### config.mk
export PLATFORM = sky130hd
export DESIGN_NAME = dpdm_line_driver_flat
export DESIGN_NICKNAME = d
export VERILOG_FILES = /design/src/rtl/dpdm_line_driver_if.sv /design/src/rtl/dpdm_line_driver.sv /design/src/flat_wrapper.sv
export SDC_FILE = /design/constraint.sdc
export NUM_CORES = 1
export LEC_CHECK = 0
export ABC_AREA = 1
export CORE_UTILIZATION = 64
export CTS_CLUSTER_DIAMETER = 50
export DETAILED_ROUTE_END_ITERATION = 10
export PLACE_DENSITY_LB_ADDON = 0.1
export SLEW_MARGIN = 10
export SYNTH_ARGS = -nofsm -noshare
export SYNTH_HDL_FRONTEND = slang
export SYNTH_SLANG_ARGS = --single-unit
### constraint.sdc
create_clock -name clock -period 6.77 [get_ports clock]
set_input_delay 1.0155 -clock clock [delete_from_list [all_inputs] [get_ports clock]]
set_output_delay 1.0155 -clock clock [all_outputs]
set_load 0.02 [all_outputs]
### src/rtl/dpdm_line_driver_if.sv
// Bit-stream inputs from the encoder/handshake sources and line-side outputs of the DP/DM driver.
// Handshake: a source bit is transferred on every clock where its *_sending is high; there is no back-pressure.
interface dpdm_line_driver_if;
    logic       nrzi_in_bit;
    logic       nrzi_sending;
    logic       ph_in_bit;
    logic       ph_sending;
    logic       DP;
    logic       DM;
    logic       drive_en;
    logic       busy;
    logic       out_done;
    logic       protocol_err;
    logic [2:0] dbg_state;

    modport master (
        output nrzi_in_bit, nrzi_sending, ph_in_bit, ph_sending,
        input  DP, DM, drive_en, busy, out_done, protocol_err, dbg_state
    );

    modport slave (
        input  nrzi_in_bit, nrzi_sending, ph_in_bit, ph_sending,
        output DP, DM, drive_en, busy, out_done, protocol_err, dbg_state
    );
endinterface

### src/rtl/dpdm_line_driver.sv
// USB line-side transmitter: SYNC prefix, elastic bit FIFO, drain-to-empty, then SE0/J EOP.
// Input-to-line latency is SYNC_LEN+1; the FIFO absorbs the bits that arrive while SYNC is on the line.
module dpdm_line_driver #(
    parameter int          SYNC_LEN       = 8,
    parameter logic [31:0] SYNC_PATTERN   = 32'h0000_002A,
    parameter int          DEPTH          = 16,
    parameter int          EOP_SE0_CYCLES = 2
) (
    input  logic              clock,
    input  logic              reset_n,
    dpdm_line_driver_if.slave bus
);

    typedef enum logic [2:0] {
        IDLE    = 3'd0,
        SYNC    = 3'd1,
        DATA    = 3'd2,
        DRAIN   = 3'd3,
        EOP_SE0 = 3'd4,
        EOP_J   = 3'd5
    } state_t;

    localparam int              PTR_W     = (DEPTH > 1) ? $clog2(DEPTH) : 1;
    localparam int              CNT_W     = $clog2(DEPTH + 1);
    localparam logic [CNT_W-1:0] FULL_CNT  = CNT_W'(DEPTH);
    localparam logic [PTR_W-1:0] LAST_PTR  = PTR_W'(DEPTH - 1);
    localparam logic [5:0]       SYNC_LAST = 6'(SYNC_LEN);
    localparam logic [2:0]       SE0_LAST  = 3'(EOP_SE0_CYCLES);

    state_t           state;
    logic [5:0]       sync_cnt;
    logic [2:0]       se0_cnt;
    logic             closed;

    logic [DEPTH-1:0] mem;
    logic [PTR_W-1:0] wr_ptr;
    logic [PTR_W-1:0] rd_ptr;
    logic [CNT_W-1:0] count;

    logic in_valid;
    logic in_bit;
    logic fifo_empty;
    logic fifo_full;
    logic head;
    logic accepting;
    logic sync_done;
    logic push;
    logic pop;
    logic err_now;

    // nrzi wins when both sources claim the same cycle
    always_comb begin
        in_valid   = bus.nrzi_sending | bus.ph_sending;
        in_bit     = bus.nrzi_sending ? bus.nrzi_in_bit : bus.ph_in_bit;
        fifo_empty = (count == '0);
        fifo_full  = (count == FULL_CNT);
        head       = mem[rd_ptr];
        accepting  = (state == IDLE) || (state == SYNC) || (state == DATA);
        sync_done  = (state == SYNC) && (sync_cnt == SYNC_LAST);
        pop        = sync_done || (((state == DATA) || (state == DRAIN)) && !fifo_empty);
        push       = in_valid && accepting && (!fifo_full || pop);
        err_now    = (in_valid && !accepting)
                   || (in_valid && accepting && fifo_full && !pop)
                   || (bus.nrzi_sending && bus.ph_sending);
    end

    always_ff @(posedge clock or negedge reset_n) begin
        if (!reset_n) begin
            mem    <= '0;
            wr_ptr <= '0;
            rd_ptr <= '0;
            count  <= '0;
        end else begin
            if (push) begin
                mem[wr_ptr] <= in_bit;
                wr_ptr      <= (wr_ptr == LAST_PTR) ? '0 : wr_ptr + 1'b1;
            end
            if (pop) begin
                rd_ptr <= (rd_ptr == LAST_PTR) ? '0 : rd_ptr + 1'b1;
            end
            case ({push, pop})
                2'b10:   count <= count + 1'b1;
                2'b01:   count <= count - 1'b1;
                default: count <= count;
            endcase
        end
    end

    // Outputs are loaded with what the line shows in the state being entered.
    always_ff @(posedge clock or negedge reset_n) begin
        if (!reset_n) begin
            state            <= IDLE;
            sync_cnt         <= '0;
            se0_cnt          <= '0;
            closed           <= 1'b0;
            bus.DP           <= 1'b0;
            bus.DM           <= 1'b0;
            bus.drive_en     <= 1'b0;
            bus.busy         <= 1'b0;
            bus.out_done     <= 1'b0;
            bus.protocol_err <= 1'b0;
        end else begin
            bus.out_done <= 1'b0;
            if (err_now) begin
                bus.protocol_err <= 1'b1;
            end
            case (state)
                IDLE: begin
                    if (in_valid) begin
                        state        <= SYNC;
                        sync_cnt     <= 6'd1;
                        closed       <= 1'b0;
                        bus.DP       <= SYNC_PATTERN[0];
                        bus.DM       <= ~SYNC_PATTERN[0];
                        bus.drive_en <= 1'b1;
                        bus.busy     <= 1'b1;
                    end else begin
                        bus.DP       <= 1'b0;
                        bus.DM       <= 1'b0;
                        bus.drive_en <= 1'b0;
                        bus.busy     <= 1'b0;
                    end
                end
                SYNC: begin
                    if (!in_valid) begin
                        closed <= 1'b1;
                    end
                    if (!sync_done) begin
                        sync_cnt <= sync_cnt + 6'd1;
                        bus.DP   <= SYNC_PATTERN[sync_cnt[4:0]];
                        bus.DM   <= ~SYNC_PATTERN[sync_cnt[4:0]];
                    end else begin
                        bus.DP <= head;
                        bus.DM <= ~head;
                        state  <= (closed || !in_valid) ? DRAIN : DATA;
                    end
                end
                DATA, DRAIN: begin
                    if (!fifo_empty) begin
                        bus.DP <= head;
                        bus.DM <= ~head;
                        if ((state == DRAIN) || !in_valid) begin
                            state <= DRAIN;
                        end
                    end else begin
                        state   <= EOP_SE0;
                        se0_cnt <= 3'd1;
                        bus.DP  <= 1'b0;
                        bus.DM  <= 1'b0;
                    end
                end
                EOP_SE0: begin
                    if (se0_cnt != SE0_LAST) begin
                        se0_cnt <= se0_cnt + 3'd1;
                    end else begin
                        state        <= EOP_J;
                        bus.DP       <= 1'b1;
                        bus.DM       <= 1'b0;
                        bus.out_done <= 1'b1;
                    end
                end
                EOP_J: begin
                    state        <= IDLE;
                    bus.DP       <= 1'b0;
                    bus.DM       <= 1'b0;
                    bus.drive_en <= 1'b0;
                    bus.busy     <= 1'b0;
                end
                default: begin
                    state        <= IDLE;
                    bus.DP       <= 1'b0;
                    bus.DM       <= 1'b0;
                    bus.drive_en <= 1'b0;
                    bus.busy     <= 1'b0;
                end
            endcase
        end
    end

    assign bus.dbg_state = state;

endmodule
### src/flat_wrapper.sv
// flat-port wrapper written by rule: the top's interface ports become plain ports
module dpdm_line_driver_flat 
#(
    parameter int          SYNC_LEN       = 8,
    parameter logic [31:0] SYNC_PATTERN   = 32'h0000_002A,
    parameter int          DEPTH          = 16,
    parameter int          EOP_SE0_CYCLES = 2
)
  (clock, reset_n, bus_nrzi_in_bit, bus_nrzi_sending, bus_ph_in_bit, bus_ph_sending, bus_DP, bus_DM, bus_drive_en, bus_busy, bus_out_done, bus_protocol_err, bus_dbg_state);
  dpdm_line_driver_if bus_i ();
  input  logic clock;
  input  logic reset_n;
  input wire logic [$bits(bus_i.nrzi_in_bit)-1:0] bus_nrzi_in_bit;
  input wire logic [$bits(bus_i.nrzi_sending)-1:0] bus_nrzi_sending;
  input wire logic [$bits(bus_i.ph_in_bit)-1:0] bus_ph_in_bit;
  input wire logic [$bits(bus_i.ph_sending)-1:0] bus_ph_sending;
  output wire logic [$bits(bus_i.DP)-1:0] bus_DP;
  output wire logic [$bits(bus_i.DM)-1:0] bus_DM;
  output wire logic [$bits(bus_i.drive_en)-1:0] bus_drive_en;
  output wire logic [$bits(bus_i.busy)-1:0] bus_busy;
  output wire logic [$bits(bus_i.out_done)-1:0] bus_out_done;
  output wire logic [$bits(bus_i.protocol_err)-1:0] bus_protocol_err;
  output wire logic [$bits(bus_i.dbg_state)-1:0] bus_dbg_state;
  assign bus_i.nrzi_in_bit = bus_nrzi_in_bit;
  assign bus_i.nrzi_sending = bus_nrzi_sending;
  assign bus_i.ph_in_bit = bus_ph_in_bit;
  assign bus_i.ph_sending = bus_ph_sending;
  assign bus_DP = bus_i.DP;
  assign bus_DM = bus_i.DM;
  assign bus_drive_en = bus_i.drive_en;
  assign bus_busy = bus_i.busy;
  assign bus_out_done = bus_i.out_done;
  assign bus_protocol_err = bus_i.protocol_err;
  assign bus_dbg_state = bus_i.dbg_state;
  dpdm_line_driver #(.SYNC_LEN(SYNC_LEN), .SYNC_PATTERN(SYNC_PATTERN), .DEPTH(DEPTH), .EOP_SE0_CYCLES(EOP_SE0_CYCLES)) u_core (.clock(clock), .reset_n(reset_n), .bus(bus_i));
endmodule
==> flow_metrics.tcl <==
set metrics [dict create \
    die_area_um2 4620 \
    cts_resized 0 \
    postLayoutSetupSlackWorst_ns 3.60 \
    worstSetupEndpointType "register" \
    power_density_nw_per_um2 457 \
    pin_count 15 \
    cts_setup_buffers 0 \
    area_growth_pct 8.21 \
    final-max-slew-violation-count 0 \
    worstPathArrival_ns 3.36 \
    required_ns 6.96 \
    setup_viol 0 \
    syn_avg_cell_area_um2 7.51 \
    place_area_um2 2940 \
    wl_um 5570 \
    final_cell_area_um2 3020 \
    overflow 0 \
    grt_pass1_wl_um 9470 \
    yosysWarnings 0 \
    synth_top_flop_cell "dfrtp_1" \
    routabilityCongestion 0.845 \
    die_w_um 68 \
    yosysTopAreaCellShare_pct 42.2 \
    dr.pass1.iters 4 \
    seq_area_frac_synth_pct 42.2 \
    antenna_found_initial 0 \
    skew_ns 0.00714 \
    layout-drive-gt1-share_pct 7.75 \
    hold_class "register to register" \
    async_flop_share_pct 100 \
    cts_hold_buf 0 \
    htree_levels 2 \
    cts.root.buffer_cell "clkbuf_8" \
    start_util_pct 68.2 \
    worst_pin_slew_ns 1.03 \
    numCtsBuffers 5 \
    drt_drc_violations_left 0 \
    grt_usage_pct 27.3 \
    cts_tree "yes" \
    worst_setup_path_start_kind "input port" \
    max-slew-margin-rel_pct 31.1 \
    regArea_um2 1180 \
    fmax_ghz 0.316 \
    ys_ff_latch 47 \
    clk_latency_ns 0.30 \
    multi_input_area_um2 1380 \
    synth_cell_type_count 31 \
    grt_pass1_vias 2246 \
    synthesis.nets 390 \
    synth_edf_count 0 \
    status "finished clean" \
    path_cells "clkdlybuf4s50_1, nor2_1, inv_1, nand2_1, inv_1, nand2_4, ha_1, xor2_1, ha_1, a21oi_1, or2_1, o21ai_1, nand3_1, xor2_1" \
    synth.area.top_cells "dfrtp_1, nand2_1, nand3_1, ha_1, inv_1" \
    clock_sinks 47 \
    grt_start_max_net_pins 48 \
    coreArea_um2 4090 \
    wire_per_inst_um 12.8 \
    die_h_um 68 \
    fp-row-count 23 \
    dp_hpwl_um 4120 \
    crit_type "input port to register" \
    ant_nets 0 \
    crit_buf_inv 3 \
    fin_setup_tns_ns 0 \
    yosysTopAreaCell "dfrtp_1" \
    cts_buffer_depth 2 \
    max_stage_delay_ns 0.44 \
    use_met2_pct 43.6 \
    drv_cap 0 \
    peakVddDrop_v 0.000317 \
    synth_cells 371 \
    dp_slack_ns 3.31 \
    min_period_over_period_pct 46.8 \
    hold_viol 0 \
    netlist_area_um2 2790 \
    fillCellCount 322 \
    n_antenna_cell 0 \
    drtIter0Drc 136 \
    layout.nets 405 \
    vias_per_cell 5.43 \
    vias 2371 \
    met1_usage_pct 35.4 \
    power_leakage_nw 1.57 \
    crit_family "simple AND/OR/NAND/NOR gates" \
    min_period_ns 3.17 \
    rsz0062_at_grt "false" \
    critPathSlowestCell "clkdlybuf4s50_1" \
    grt_use_met3_pct 4.17 \
    clk_pin_slew_ns 0.08 \
    io_buffers 14 \
    cp_max_fo 6 \
    grt-busiest-layer "met2" \
]
-- metrics by stage --
step / cells / hold slack [ns] / util [%] / power (mW)
after floorplan: 371 / 0.441 / - / 1.05
after global placement: 429 / 0.456 / 71.8 / 1.18
after detailed placement: 429 / 0.464 / 71.8 / 1.21
after CTS: 437 / 0.485 / 73.8 / 1.38
after global routing: 437 / 0.511 / 73.8 / 1.51
final: 437 / 0.478 / 73.8 / 1.38
-- final cells by class --
type / instances / area share (%)
Tap cell: 50 / 2.07
Clock inverter: 1 / 0.166
Clock buffer: 7 / 2.53
Inverter: 49 / 6.18
Multi-Input combinational cell: 269 / 45.6
Sequential cell: 47 / 39.0
Timing Repair Buffer: 14 / 4.48
-- cell usage in the layout (no fill, tap or decap), drive strengths merged --
master	synthesis	routed
nor4	1	1
o211ai	1	1
nand3	43	43
o21ai	20	20
nand2	117	117
buf	5	1
o21bai	1	1
inv	49	49
xnor2	3	3
nor3	2	2
clkbuf	1	7
or2	1	1
clkdlybuf4s50	0	13
o2111ai	1	1
dfrtp	47	47
xor2	8	8
nor2	42	42
nand4	5	5
a21oi	10	10
ha	13	13
clkinv	0	1
mux2	1	1
-- worst paths after layout --
| path | from | slack (ns) | to | cells past startpoint |
|---|---|---|---|---|
| worst min-delay path | u_core.bus.protocol_err | 0.48 | u_core.bus.protocol_err | 2 |
| worst min register to register | u_core.bus.protocol_err | 0.48 | u_core.bus.protocol_err | 2 |
| min in group asynchronous | reset_n | 0.89 | u_core.sync_cnt[4] | 1 |
| max in group asynchronous | reset_n | 5.24 | u_core.mem[14] | 1 |
| worst max register to register | u_core.sync_cnt[0] | 3.86 | u_core.count[4] | 14 |
| worst max-delay path | bus_nrzi_sending | 3.60 | u_core.count[4] | 14 |
-- power breakdown --
| part | internal, mW | leakage (nW) | switching, mW |
|---|---|---|---|
| logic | 0.252 | 0.937 | 0.442 |
| registers | 0.399 | 0.586 | 0.120 |
| clock network | 0.0726 | 0.0422 | 0.0920 |
| total | 0.724 | 1.57 | 0.654 |
-- cell usage after synthesis, types with 2 or more instances --
| cell type | n |
|---|---|
| a21oi_1 | 10 |
| buf_6 | 3 |
| dfrtp_1 | 47 |
| ha_1 | 13 |
| inv_1 | 41 |
| inv_2 | 7 |
| nand2_1 | 115 |
| nand3_1 | 41 |
| nand3_2 | 2 |
| nand4_1 | 2 |
| nand4_2 | 3 |
| nor2_1 | 36 |
| nor2_2 | 5 |
| nor3_1 | 2 |
| o21ai_0 | 12 |
| o21ai_1 | 8 |
| xnor2_1 | 3 |
| xor2_1 | 8 |
-- worst register-to-register path: stages, from the launching register on --
cell	delay, ns
dfrtp_1	0.42
inv_1	0.13
ha_1	0.18
nand4_2	0.16
nor2_4	0.16
inv_2	0.08
nand2_1	0.26
ha_1	0.31
xor2_1	0.23
ha_1	0.19
a21oi_1	0.05
or2_1	0.27
o21ai_1	0.13
nand3_1	0.10
xor2_1	0.14
-- routing by layer --
layer / wire length (um) / vias to the layer above
li1: - / 1202
met1: 2620 / 1105
met2: 2690 / 60
met3: 231 / 4
met4: 30 / 0
met5: 0 / -
-- cell families (layout without fill, tap and decap cells) --
logic type,count (synthesis),in the layout,synth area share [%]
multiplexers,1,1,0.404
AND/OR/NAND/NOR,211,211,33.4
adder cells (fa/ha/maj),13,13,5.83
buffers and inverters,55,71,8.48
XOR/XNOR,11,11,3.46
AO/OA/AOI/OAI,33,33,6.24
flip-flops,47,47,42.2
-- state kept, by name, summed over array words and instances, names as in the netlist --
name	flops
u_core.wr_ptr	4
u_core.bus.dbg_state	3
u_core.mem	16
u_core.bus.DM	1
u_core.bus.out_done	1
u_core.se0_cnt	3
u_core.bus.DP	1
u_core.sync_cnt	6
u_core.bus.protocol_err	1
u_core.rd_ptr	4
u_core.count	5
u_core.bus.busy	1
u_core.closed	1
No activity file was read; power rests on OpenSTA's default activity.
